$ cat config.mk
export PLATFORM = sky130hd
export DESIGN_NAME = gpio_ctrl
export DESIGN_NICKNAME = d
export VERILOG_FILES = /design/src/rtl/gpio_ctrl_pkg.sv /design/src/rtl/gpio_debounce.sv /design/src/rtl/gpio_ctrl.sv
export SDC_FILE = /design/constraint.sdc
export NUM_CORES = 1
export LEC_CHECK = 0
export CORE_ASPECT_RATIO = 0.7
export CORE_MARGIN = 3
export CORE_UTILIZATION = 34
export DETAILED_ROUTE_END_ITERATION = 12
export GPL_TIMING_DRIVEN = 0
export PLACE_DENSITY = 0.62
export SLEW_MARGIN = 20
export SYNTH_ARGS = -nofsm -noshare
export SYNTH_HDL_FRONTEND = slang
export SYNTH_SLANG_ARGS = --single-unit
$ cat constraint.sdc
create_clock -name io_sys_clock -period 1.75 [get_ports io_sys_clock]
set_clock_uncertainty 0.05 [all_clocks]
set_input_delay 0.35 -clock io_sys_clock [delete_from_list [all_inputs] [get_ports io_sys_clock]]
set_output_delay 0.35 -clock io_sys_clock [all_outputs]
set_load 0.05 [all_outputs]
$ cat src/rtl/gpio_ctrl_pkg.sv
// Shared constants, register selector type and small helpers for the GPIO controller.
package gpio_ctrl_pkg;

   localparam int DATA_W = 32;
   localparam int ADDR_W = 5;

   // Byte offsets of the mapped registers
   localparam logic [ADDR_W-1:0] OFF_IN      = 5'h00;
   localparam logic [ADDR_W-1:0] OFF_OUT     = 5'h04;
   localparam logic [ADDR_W-1:0] OFF_DIR     = 5'h08;
   localparam logic [ADDR_W-1:0] OFF_RISE_EN = 5'h0C;
   localparam logic [ADDR_W-1:0] OFF_FALL_EN = 5'h10;
   localparam logic [ADDR_W-1:0] OFF_PENDING = 5'h14;

   typedef enum logic [2:0] {
      SEL_IN,
      SEL_OUT,
      SEL_DIR,
      SEL_RISE_EN,
      SEL_FALL_EN,
      SEL_PENDING,
      SEL_NONE
   } reg_sel_e;

   // Map a byte address to a register; the two low address bits are ignored
   // because all accesses are word aligned.
   function automatic reg_sel_e reg_decode(input logic [ADDR_W-1:0] addr);
      logic [ADDR_W-1:0] word;
      reg_sel_e          sel;
      word = {addr[ADDR_W-1:2], 2'b00};
      case (word)
         OFF_IN:      sel = SEL_IN;
         OFF_OUT:     sel = SEL_OUT;
         OFF_DIR:     sel = SEL_DIR;
         OFF_RISE_EN: sel = SEL_RISE_EN;
         OFF_FALL_EN: sel = SEL_FALL_EN;
         OFF_PENDING: sel = SEL_PENDING;
         default:     sel = SEL_NONE;
      endcase
      return sel;
   endfunction

   // Width of the debounce stable counter; never below one bit so the
   // declaration stays legal when the filter is bypassed.
   function automatic int cnt_width(input int cycles);
      return (cycles < 1) ? 1 : $clog2(cycles + 1);
   endfunction

endpackage

$ cat src/rtl/gpio_debounce.sv
// One pin of the input path: synchroniser chain, debounce filter and
// single-cycle rise/fall strobes that coincide with the filtered update.
module gpio_debounce
   import gpio_ctrl_pkg::*;
#(
   parameter int SYNC_STAGES     = 2,
   parameter int DEBOUNCE_CYCLES = 4
) (
   input  logic clk,
   input  logic rst,
   input  logic pad,
   output logic level,
   output logic rise,
   output logic fall
);

   localparam int CW = cnt_width(DEBOUNCE_CYCLES);

   logic [SYNC_STAGES-1:0] sync;
   logic                   synced;
   logic                   level_next;

   assign synced = sync[SYNC_STAGES-1];

   // Shift the asynchronous pad level through the synchroniser chain.
   // NOTE: state is always updated with <= so every flop samples pre-edge values.
   always_ff @(posedge clk) begin
      if (rst) begin
         sync <= '0;
      end else begin
         sync <= {sync[SYNC_STAGES-2:0], pad};
      end
   end

   if (DEBOUNCE_CYCLES == 0) begin : g_bypass

      // Filter disabled: the filtered value follows the synchroniser output.
      always_comb begin
         level_next = synced;
      end

   end else begin : g_filter

      localparam logic [CW-1:0] CNT_LAST = CW'(DEBOUNCE_CYCLES - 1);

      logic [CW-1:0] cnt;

      // Count consecutive cycles in which the synchronised value disagrees
      // with the filtered value; any agreement or an accepted change restarts it.
      always_ff @(posedge clk) begin
         if (rst) begin
            cnt <= '0;
         end else if (synced == level) begin
            cnt <= '0;
         end else if (cnt == CNT_LAST) begin
            cnt <= '0;
         end else begin
            cnt <= cnt + CW'(1);
         end
      end

      // Accept the new level on the cycle the disagreement has lasted long enough.
      // NOTE: the default assignment first keeps always_comb free of latches.
      always_comb begin
         level_next = level;
         if ((synced != level) && (cnt == CNT_LAST)) begin
            level_next = synced;
         end
      end

   end

   // Filtered-value flop.
   always_ff @(posedge clk) begin
      if (rst) begin
         level <= 1'b0;
      end else begin
         level <= level_next;
      end
   end

   // Strobes are derived from the next value so they line up with the flop update.
   assign rise = ~rst & ~level &  level_next;
   assign fall = ~rst &  level & ~level_next;

endmodule

$ cat src/rtl/gpio_ctrl.sv
// Parametrised GPIO controller: APB3 register file, per-pin direction and
// output, debounced inputs and W1C edge-interrupt pending register.
module gpio_ctrl
   import gpio_ctrl_pkg::*;
#(
   parameter int WIDTH           = 8,
   parameter int SYNC_STAGES     = 2,
   parameter int DEBOUNCE_CYCLES = 4
) (
   input  logic              io_sys_clock,
   input  logic              io_sys_reset,
   input  logic [ADDR_W-1:0] io_apb_PADDR,
   input  logic              io_apb_PSEL,
   input  logic              io_apb_PENABLE,
   input  logic              io_apb_PWRITE,
   input  logic [DATA_W-1:0] io_apb_PWDATA,
   output logic [DATA_W-1:0] io_apb_PRDATA,
   output logic              io_apb_PREADY,
   output logic              io_apb_PSLVERR,
   input  logic [WIDTH-1:0]  io_pins_read,
   output logic [WIDTH-1:0]  io_pins_write,
   output logic [WIDTH-1:0]  io_pins_writeEnable,
   output logic              io_irq
);

   logic             access;
   logic             wr_access;
   logic             rd_access;
   reg_sel_e         sel;
   logic [WIDTH-1:0] wdata;

   logic [WIDTH-1:0] out_q;
   logic [WIDTH-1:0] dir_q;
   logic [WIDTH-1:0] rise_en_q;
   logic [WIDTH-1:0] fall_en_q;
   logic [WIDTH-1:0] pending_q;
   logic             irq_q;

   logic [WIDTH-1:0] in_level;
   logic [WIDTH-1:0] rise;
   logic [WIDTH-1:0] fall;
   logic [WIDTH-1:0] pend_set;
   logic [WIDTH-1:0] pend_clr;

   logic             unused_wdata;

   // ---------------------------------------------------------------- decode
   assign access    = io_apb_PSEL & io_apb_PENABLE;
   assign wr_access = access &  io_apb_PWRITE;
   assign rd_access = access & ~io_apb_PWRITE;
   assign sel       = reg_decode(io_apb_PADDR);
   assign wdata     = io_apb_PWDATA[WIDTH-1:0];

   // Bits at and above WIDTH are ignored on write.
   assign unused_wdata = ^io_apb_PWDATA;

   // ------------------------------------------------------------ input path
   for (genvar i = 0; i < WIDTH; i++) begin : g_pin
      gpio_debounce #(
         .SYNC_STAGES     (SYNC_STAGES),
         .DEBOUNCE_CYCLES (DEBOUNCE_CYCLES)
      ) u_debounce (
         .clk   (io_sys_clock),
         .rst   (io_sys_reset),
         .pad   (io_pins_read[i]),
         .level (in_level[i]),
         .rise  (rise[i]),
         .fall  (fall[i])
      );
   end

   // ------------------------------------------------------------ registers

   // Read/write control registers, updated at the end of a write access.
   always_ff @(posedge io_sys_clock) begin
      if (io_sys_reset) begin
         out_q     <= '0;
         dir_q     <= '0;
         rise_en_q <= '0;
         fall_en_q <= '0;
      end else if (wr_access) begin
         case (sel)
            SEL_OUT:     out_q     <= wdata;
            SEL_DIR:     dir_q     <= wdata;
            SEL_RISE_EN: rise_en_q <= wdata;
            SEL_FALL_EN: fall_en_q <= wdata;
            default:     ;
         endcase
      end
   end

   // Enabled filtered edges set pending bits; a W1C only clears bits that are
   // not being set in the same cycle.
   assign pend_set = (rise & rise_en_q) | (fall & fall_en_q);
   assign pend_clr = (wr_access && (sel == SEL_PENDING)) ? wdata : '0;

   // Pending register: set has priority over clear.
   always_ff @(posedge io_sys_clock) begin
      if (io_sys_reset) begin
         pending_q <= '0;
      end else begin
         pending_q <= (pending_q & ~pend_clr) | pend_set;
      end
   end

   // Registered interrupt line, one cycle behind the pending register.
   always_ff @(posedge io_sys_clock) begin
      if (io_sys_reset) begin
         irq_q <= 1'b0;
      end else begin
         irq_q <= |pending_q;
      end
   end

   // ------------------------------------------------------------- read path

   // Combinational read data and error response from the current state.
   always_comb begin
      io_apb_PRDATA  = '0;
      io_apb_PSLVERR = 1'b0;
      if (access) begin
         if (sel == SEL_NONE) begin
            io_apb_PSLVERR = 1'b1;
         end else if (rd_access) begin
            case (sel)
               SEL_IN:      io_apb_PRDATA = DATA_W'(in_level);
               SEL_OUT:     io_apb_PRDATA = DATA_W'(out_q);
               SEL_DIR:     io_apb_PRDATA = DATA_W'(dir_q);
               SEL_RISE_EN: io_apb_PRDATA = DATA_W'(rise_en_q);
               SEL_FALL_EN: io_apb_PRDATA = DATA_W'(fall_en_q);
               SEL_PENDING: io_apb_PRDATA = DATA_W'(pending_q);
               default:     io_apb_PRDATA = '0;
            endcase
         end
      end
   end

   // --------------------------------------------------------------- outputs
   assign io_apb_PREADY       = 1'b1;
   assign io_pins_write       = out_q;
   assign io_pins_writeEnable = dir_q;
   assign io_irq              = irq_q;

endmodule
==> impl_results.md, run 1 <==
- Max clock buf depth: 2
- CTS tree: built
- TritonCTS Buffers: 9
- Lkg Pwr: 2.245 nW
- Iteration-0 DRC Markers: 252
- Maximum number of pins on one net before global-route repair: 14
- Routed Wire Length: 11730 um
- Net Sw Frac: 0.2547
- Vias: 3502
- Clk slew on worst S/H paths: 60 ps
- Post-route ant nets: 0
- Reg power frac: 0.471
- Multi-input gate area: 0.002231 mm2
- Commonest non-fill, non-tap cell in the layout: dfxtp_1
- Status: complete, but fails checks
- Final nets: 609
- Arrival time at the worst endpoint: 1740 ps
- Multiplexer area fraction after synthesis: 0.08972
- Net switching power: 1.120 mW
- Ports: 101
- Max_cap viols: 0
- Global-route wire length before repair: 18770 um
- Seq cells post-synth: 89
- Worst endpoint required time: 1350 ps
- Setup TNS: -1399 ps
- Fin cells: 705
- Total track usage: 0.1765
- DRC viols: 0
- Peak Freq: 0.4668 GHz
- Origin of the worst setup path: pending_q[1]$_SDFF_PP0_
- Total congestion overflow: 0
- Worst Setup EP: io_apb_PRDATA[1]
- Die width: 138.8 um
- Die ar.: 0.01374 mm2
- Mapped Area: 0.004198 mm2
- Cell-by-cell trace of the critical path: mux2_4 > mux4_2 > and3_4 > buf_8
- TritonRoute pass-1 iters: 5
- Syn avg cell area: 9.267 um2
- Startpoint types: register
- Slew HR: 0.5536
- Post-Synth Adder-Cell Area: 0.04769
- Initial core utilization: 0.3530
- # placed instances: 678
- Xor and xnor area share after synthesis: 0.01669
- Setup Viol. Count Final: 8
- Worst-skew pair later-pin latency: 340 ps
- Violated checks: setup timing
- Die height: 98.97 um
- # diodes: 0
- Crit Path Class: register to output pin
- Min Tclk post-route: 2142 ps
- Worst hold path class: input port to register
- Final slew viol count: 0
- Floorplan core area: 0.01189 mm2
- Total clock sinks: 89
- Comb power frac: 0.117
- Placed Area: 0.005090 mm2
- Area grow syn2layout: 32.01%
- Vias in the first global route: 3357
- Worst R2R End: g_pin[6].u_debounce.g_filter.cnt[2]$_SDFF_PP0_
- CP Max Fanout: 3
- Post-synthesis compound-gate area fraction: 0.1252
- Pwr Density: 793.3 mW/mm2
- Seq/Total Area, Yosys: 0.4244
- Worst setup margin: -392.3 ps
- Crit. End Element: output pin
- Row cnt: 33
- Peak supply drop: 0.5422 mV
- Average routed wire per standard cell: 16.64 um
- Number of cells produced by synthesis: 453
- Clk root buf: clkbuf_16
- Port bufs: 45
- Hold WS: 363.0 ps
- Int Pwr: 3.277 mW
- DP HPWL: 8429 um
- GP Congestion: 0.9297
- Syn. warnings: 0
- Slew of the pin with the lowest slew margin: 667.4 ps
- Max stage delay on crit path: 470 ps
- Reg2reg setup slack: 400 ps
- Commonest cells after routing, fill and taps aside: dfxtp_1, buf_4, nor2_1, a21oi_1, o21ai_0
- Final instance area: 0.005542 mm2
- Ratio of cells with drive above 1 in the final layout: 0.2299
- Vias/cell: 4.967
- Post-Synth Simple-Gate Area: 0.1920
- Count of different cell masters after synthesis: 41
- Main combinational cell family by area after synthesis: simple AND/OR/NAND/NOR gates
- Initial antenna violation count: 0
- CP max-delay cell: mux4_2
- Final hold violation count: 0
- Worst R2R Start: g_pin[6].u_debounce.g_filter.cnt[0]$_SDFF_PP0_
- Final period util: 1.224
- Number of H-tree levels: 3
- FILL cells: 1152
- Clk pwr share: 0.412
- Register area: 0.001797 mm2
- CTS Hold Bufs: 0
- RSZ-0062 raised after global routing: true
- Worst Reg-to-Reg Cells: 4
==> layout make-up <==
cell class / instances / share of cell area
timing repair buffer: 58 / 0.1014
buffer: 51 / 0.07044
inverter: 24 / 0.01626
multi-input combinational: 310 / 0.4026
clock inverter: 3 / 0.002709
tap: 157 / 0.03545
clock buffer: 13 / 0.04696
sequential: 89 / 0.3242
==> per-layer routing <==
| metal | GRT usage | up-vias | wire length [um] |
|---|---|---|---|
| met3 | 0.05141 | 7 | 712 |
| met4 | 0.03684 | 0 | 95 |
| met1 | 0.2490 | 1695 | 5638 |
| met5 | 0 | - | 0 |
| met2 | 0.2704 | 105 | 5285 |
| li1 | - | 1695 | - |
==> through the flow <==
step / utilization / power (mW) / worst slack [ps]
floorplan: - / 2.454 / -74.92
global placement: 0.4280 / 2.591 / -1229
detailed placement: 0.4280 / 2.596 / -1250
CTS: 0.4651 / 4.419 / -397.5
global route: 0.4660 / 4.549 / -425.5
finish: 0.4660 / 4.396 / -392.3
==> state kept, by name, indices dropped and copies added (netlist names) <==
| register | cells |
|---|---|
| fall_en_q | 8 |
| io_irq | 1 |
| g_pin.u_debounce.sync | 16 |
| pending_q | 8 |
| rise_en_q | 8 |
| g_pin.u_debounce.level | 8 |
| io_pins_write | 8 |
| io_pins_writeEnable | 8 |
| g_pin.u_debounce.g_filter.cnt | 24 |
==> synth_stat cells (all sizes together) <==
cell / n / area [um2]
a22oi: 6 / 45.04
a21oi: 33 / 165.2
dfxtp: 89 / 1782
and4: 1 / 8.760
nand4: 1 / 21.27
a2bb2oi: 4 / 35.03
nand4b: 1 / 8.760
ha: 16 / 200.2
clkbuf: 19 / 102.6
mux2i: 23 / 230.2
o22ai: 6 / 37.54
nor2b: 20 / 125.1
o31ai: 8 / 60.06
and4b: 1 / 11.26
o21a: 3 / 22.52
inv: 24 / 90.09
or3: 10 / 63.81
and2: 1 / 6.260
nor3: 1 / 16.27
and3b: 16 / 140.1
o21ai: 32 / 160.2
nand2b: 18 / 112.6
and3: 1 / 6.260
nor4: 2 / 12.51
mux2: 8 / 97.59
nand2: 3 / 11.26
mux4: 2 / 48.80
nand3: 26 / 130.1
nor2: 33 / 123.9
nor3b: 1 / 7.510
conb: 2 / 7.510
buf: 34 / 237.7
xnor2: 8 / 70.07
==> worst max-delay path: cells and delay by family, from the launching register on <==
| kind | cells | cell delay (ps) |
|---|---|---|
| buf+inv | 1 | 140 |
| simple gates | 1 | 190 |
| mux | 2 | 720 |
| flops | 1 | 340 |
==> cells by family (layout without fill, tap and decap cells) <==
kind of cell / count (synthesis) / count (layout)
AO/OA/AOI/OAI: 92 / 92
XOR/XNOR: 8 / 8
adder cells (fa/ha/maj): 16 / 16
buffers and inverters: 77 / 149
flip-flops: 89 / 89
multiplexers: 33 / 33
other: 2 / 25
AND/OR/NAND/NOR: 136 / 136
==> what timing repair did <==
item,CTS,global route
pin swaps,8,7
setup endpoints to repair,36,41
hold endpoints to repair,0,0
resized for setup,124,8
setup buffers,10,3
==> worst min-delay path by stage <==
stage                                                           endpoint  cells after the start  slack, ps                                      startpoint
after global routing                           fall_en_q[1]$_SDFFE_PP0P_                      3        360                                 io_apb_PADDR[3]
after floorplan           g_pin[0].u_debounce.g_filter.cnt[0]$_SDFF_PP0_                      1        350  g_pin[0].u_debounce.g_filter.cnt[0]$_SDFF_PP0_
after global placement    g_pin[7].u_debounce.g_filter.cnt[0]$_SDFF_PP0_                      1        360  g_pin[7].u_debounce.g_filter.cnt[0]$_SDFF_PP0_
final                                          fall_en_q[1]$_SDFFE_PP0P_                      3        360                                 io_apb_PADDR[3]
after CTS                                      fall_en_q[1]$_SDFFE_PP0P_                      3        360                                 io_apb_PADDR[3]
after detailed placement  g_pin[0].u_debounce.g_filter.cnt[0]$_SDFF_PP0_                      1        360  g_pin[0].u_debounce.g_filter.cnt[0]$_SDFF_PP0_
==> power groups by stage <==
stage	Combinational [mW]	Clock, mW	Sequential, mW
5_1_grt	0.545	1.93	2.07
6_report	0.513	1.81	2.07
3_3_place_gp	0.476	0	2.12
3_5_place_dp	0.479	0	2.12
4_1_cts	0.507	1.84	2.07
2_1_floorplan	0.333	0	2.12
(Power assumes the default switching activity.)
==> inputs of run 2 (changes only) <==
- HOLD_SLACK_MARGIN: default -> 0.05
- PLACE_DENSITY: 0.62 -> 0.59
- SETUP_SLACK_MARGIN: default -> 0.5
- clock period: 1.75 -> 2.2 ns (I/O delays scaled with it)
==> run 2 against run 1 <==
- the flow still finishes with violations (setup timing)
- die area unchanged
- final area up 1.8%
- wire length up 0.44%
- clock power down 15%
- power down 18%
- via count up 1.3%
- utilization up 0.83 points
- first-iteration DRC count up 33%
- cell count up 0.28%
- largest power group unchanged
==> impl_results.md, run 2 (synthesis results as in run 1) <==
- Peak supply drop: 0.4130 mV
- Commonest non-fill, non-tap cell in the layout: dfxtp_1
- Pwr Density: 636.6 mW/mm2
- TritonRoute pass-1 iters: 5
- Die width: 138.8 um
- Worst-skew pair later-pin latency: 340 ps
- Max reg flops: 24
- Final hold violation count: 0
- Setup Viol. Count Final: 1
- Die ar.: 0.01374 mm2
- Violated checks: setup timing
- # diodes: 0
- CTS Hold Bufs: 0
- Total congestion overflow: 0
- Post-route ant nets: 0
- Worst hold path class: register to register
- Total clock sinks: 89
- Port bufs: 45
- Floorplan core area: 0.01189 mm2
- Die height: 98.97 um
- Row cnt: 33
- Final nets: 611
- Crit Path Class: register to output pin
- Total track usage: 0.1710
- Final slew viol count: 0
- Number of H-tree levels: 3
- Global-route wire length before repair: 18300 um
- Max clock buf depth: 2
- Vias in the first global route: 3384
- Status: complete, but fails checks
- Met2 GRT Util: 0.2697
- Met3 Use GR: 0.05238
- Min Tclk post-route: 2207 ps
- CTS tree: built
- Slew of the pin with the lowest slew margin: 750.5 ps
- Lkg Pwr: 2.218 nW
- CP Max Fanout: 2
- Worst endpoint required time: 1710 ps
- Max_cap viols: 0
- Vias: 3549
- Final period util: 1.003
- Gr busiest metal: met2
- Largest regs: g_pin.u_debounce.g_filter.cnt (24), g_pin.u_debounce.sync (16)
- Area grow syn2layout: 34.37%
- Commonest cells after routing, fill and taps aside: dfxtp_1, buf_4, nor2_1, a21oi_1, o21ai_0
- Ratio of cells with drive above 1 in the final layout: 0.2600
- Fin cells: 707
- RSZ-0062 raised after global routing: true
- Initial core utilization: 0.3530
- Ports: 101
- Met1 usage: 0.2311
- Clk slew on worst S/H paths: 60 ps
- Setup WS pre-CTS: -951.9 ps
- TritonCTS Buffers: 9
- Clk root buf: clkbuf_16
- DP HPWL: 8449 um
- Peak Freq: 0.4532 GHz
- Maximum number of pins on one net before global-route repair: 14
- Slew HR: 0.4981
- Register name with the most flops: g_pin.u_debounce.g_filter.cnt
- # placed instances: 678
- Average routed wire per standard cell: 16.67 um
- Crit. End Element: output pin
- Routed Wire Length: 11790 um
- Final Power: 3.591 mW
- Setup TNS: -6.544 ps
- Startpoint types: register
- DRC viols: 0
- Iteration-0 DRC Markers: 336
- Initial antenna violation count: 0
- Vias/cell: 5.020
- Worst setup margin: -6.544 ps
- GP Congestion: 0.9387
- Arrival time at the worst endpoint: 1720 ps
run 2: worst paths after layout:
check	startpoint	to	slack, ps	depth (start not counted)
min reg2reg	g_pin[4].u_debounce.g_filter.cnt[0]$_SDFF_PP0_	g_pin[4].u_debounce.g_filter.cnt[0]$_SDFF_PP0_	370	1
max	g_pin[1].u_debounce.level$_SDFF_PP0_	io_apb_PRDATA[1]	-7	4
max reg2reg	g_pin[2].u_debounce.g_filter.cnt[0]$_SDFF_PP0_	g_pin[2].u_debounce.g_filter.cnt[1]$_SDFF_PP0_	850	4
min	g_pin[4].u_debounce.g_filter.cnt[0]$_SDFF_PP0_	g_pin[4].u_debounce.g_filter.cnt[0]$_SDFF_PP0_	370	1
run 2: report_power, final:
group          internal (mW)  total, mW  switching, mW
clock network          0.909       1.53          0.617
registers               1.63       1.65         0.0138
logic                  0.157      0.419          0.261
run 2: timing repair:
item / 4_1_cts / 5_1_grt
endpoints found under the setup margin: 74 / 20
endpoints found under the hold margin: 0 / 0
resized for setup: 164 / 8
pin swaps: 8 / 1
buffers inserted: 11 / 2
run 2: final cells by class:
cell class,count,area (um2)
multi-input cells,310,2245
inverters,24,90.09
flip-flops and latches,89,1792
clock buffers,13,250.2
plain buffers,53,446.7
clock inverters,3,40.04
fillers,1112,6251
well taps,157,196.4
repair buffers,58,580.6
run 2: per-layer routing:
metal  vias up  share of wire
li1       1704              -
met1      1674           0.46
met2       152           0.44
met3        19          0.082
met4         0          0.014
met5         -              0
run 2: critical path, cell delays in order (launching register included):
cell and delay [ps]:
dfxtp_2 320, mux2_4 270, mux4_2 450, and3_4 190
buf_6 150
run 2: per-stage QoR:
stage,hold WS [ps],cell area (um2),util
final,369.0,5640,0.4743
after floorplan,349.0,4442,-
after global placement,357.0,5089,0.4279
after detailed placement,363.1,5089,0.4279
after CTS,372.7,5620,0.4726
after global routing,383.5,5640,0.4743
==> inputs of run 3 (changes only) <==
- DONT_BUFFER_PORTS: default -> 1
- PLACE_DENSITY: 0.59 -> 0.49
==> run 3 against run 2 <==
- the run still ends with setup timing left
- utilization shrank 4.1 points
- non-clock buffer count is 49 lower
- setup slack better by 1.3 ps
- maximum frequency barely moved
==> impl_results.md, run 3 (synthesis results as in run 1) <==
- Die width: 138.8 um
- Row cnt: 33
- TritonRoute pass-1 iters: 5
- DRC viols: 0
- Hold WS: 173.0 ps
- Violated checks: setup timing
- Total track usage: 0.1709
- Vias: 3306
- Die height: 98.97 um
- Final period util: 1.002
- Average routed wire per standard cell: 17.47 um
- Placed Area: 0.004638 mm2
- Startpoint types: register
- Worst hold path class: input port to register
- Met2 GRT Util: 0.2503
- Initial core utilization: 0.3530
- Slew HR: 0.5225
- CTS tree: built
- Initial antenna violation count: 0
- Cell family with most CP delay: multiplexers
- Ports: 101
- DP HPWL: 8421 um
- Setup TNS: -5.230 ps
- Die ar.: 0.01374 mm2
- Vias in the first global route: 3088
- GP Congestion: 0.8788
- Total congestion overflow: 0
- Port bufs: 0
- CTS Hold Bufs: 0
- Max_cap viols: 0
- Worst-skew pair later-pin latency: 340 ps
- Pwr Density: 666.4 mW/mm2
- Max clock buf depth: 2
- Peak Freq: 0.4535 GHz
- Finished Core Util: 0.4332
- Cell-by-cell trace of the critical path: mux2_4 > mux4_2 > and3_4
- Max stage delay on crit path: 440 ps
- Floorplan core area: 0.01189 mm2
- Routed Wire Length: 11500 um
- Lkg Pwr: 1.992 nW
- Final instance area: 0.005151 mm2
- Worst endpoint required time: 1710 ps
- Crit. End Element: output pin
- Max reg flops: 24
- Vias/cell: 5.024
- Setup Viol. Count Final: 1
- RSZ-0062 raised after global routing: true
- Final hold violation count: 0
- Global-route wire length before repair: 17780 um
- Met1 usage: 0.2356
- Post-route ant nets: 0
- # diodes: 0
- Peak supply drop: 0.3708 mV
- Total clock sinks: 89
- Final nets: 562
- Maximum number of pins on one net before global-route repair: 14
- Ratio of cells with drive above 1 in the final layout: 0.2395
- Worst setup margin: -5.230 ps
- CP Buf/Inv Count: 0
- Status: complete, but fails checks
- CP Max Fanout: 3
- Area grow syn2layout: 22.71%
- Slew of the pin with the lowest slew margin: 713.9 ps
- Commonest cells after routing, fill and taps aside: dfxtp_1, nor2_1, a21oi_1, buf_4, o21ai_0
- Clk slew on worst S/H paths: 60 ps
- CP max-delay cell: mux4_2
- Clk root buf: clkbuf_16
- Iteration-0 DRC Markers: 235
- Final slew viol count: 0
- Crit Path Class: register to output pin
- Min Tclk post-route: 2205 ps
- TritonCTS Buffers: 9
- Arrival time at the worst endpoint: 1720 ps
- Met3 Use GR: 0.06256
- Commonest non-fill, non-tap cell in the layout: dfxtp_1
- Largest regs: g_pin.u_debounce.g_filter.cnt (24), g_pin.u_debounce.sync (16)
- Gr busiest metal: met2
- Final Power: 3.433 mW
- Number of H-tree levels: 3
- Register name with the most flops: g_pin.u_debounce.g_filter.cnt
==> run 3: changes by cell type in the layout (fill, tap and decap cells not counted), moves of 6 or more <==
cell	before	now
buf_4	39	33
clkdlybuf4s15_2	14	0
dfxtp_1	83	74
buf_6	10	0
dfxtp_4	1	12
clkdlybuf4s50_1	16	0
==> run 3: cell type report <==
cell class,count,area (um2)
plain buffers,53,460.4
clock buffers,13,260.3
well taps,157,196.4
inverters,24,90.09
fillers,1166,6740
multi-input cells,310,2233
clock inverters,3,15.01
repair buffers,9,65.06
flip-flops and latches,89,1831
==> run 3: routing by layer <==
| layer | share of wire | vias to the layer above |
|---|---|---|
| li1 | - | 1600 |
| met1 | 0.45 | 1562 |
| met2 | 0.43 | 128 |
| met3 | 0.097 | 16 |
| met4 | 0.018 | 0 |
| met5 | 0 | - |
==> run 3: worst paths after layout <==
check	start	end	slack (ps)	cells past startpoint
setup / recovery	io_pins_write[1]$_SDFFE_PP0P_	io_apb_PRDATA[1]	-5	3
hold / removal	io_pins_read[7]	g_pin[7].u_debounce.sync[0]$_SDFF_PP0_	170	1
setup reg to reg	g_pin[6].u_debounce.g_filter.cnt[0]$_SDFF_PP0_	g_pin[6].u_debounce.g_filter.cnt[0]$_SDFF_PP0_	850	4
hold reg to reg	g_pin[7].u_debounce.g_filter.cnt[0]$_SDFF_PP0_	g_pin[7].u_debounce.g_filter.cnt[0]$_SDFF_PP0_	370	1
==> run 3: timing repair <==
| item | in CTS | in global routing |
|---|---|---|
| gates cloned | 0 | 0 |
| gates resized for setup | 56 | 10 |
| pin swaps | 12 | 8 |
| endpoints found under the setup margin | 48 | 39 |
| setup buffers | 8 | 1 |
==> run 3: per-stage QoR <==
step	instances	setup slack (ps)
2_1_floorplan	476	195.1
3_3_place_gp	633	-105.8
3_5_place_dp	633	-114.3
4_1_cts	657	-17.03
5_1_grt	658	-26.85
6_report	658	-5.230
==> run 3: report_power, final <==
group / leakage (nW) / switching [mW] / internal [mW] / total [mW]
sequential: 0.732 / 0.0215 / 1.62 / 1.64
combinational: 1.12 / 0.228 / 0.124 / 0.352
clock: 0.139 / 0.616 / 0.822 / 1.44
total: 1.99 / 0.866 / 2.57 / 3.43
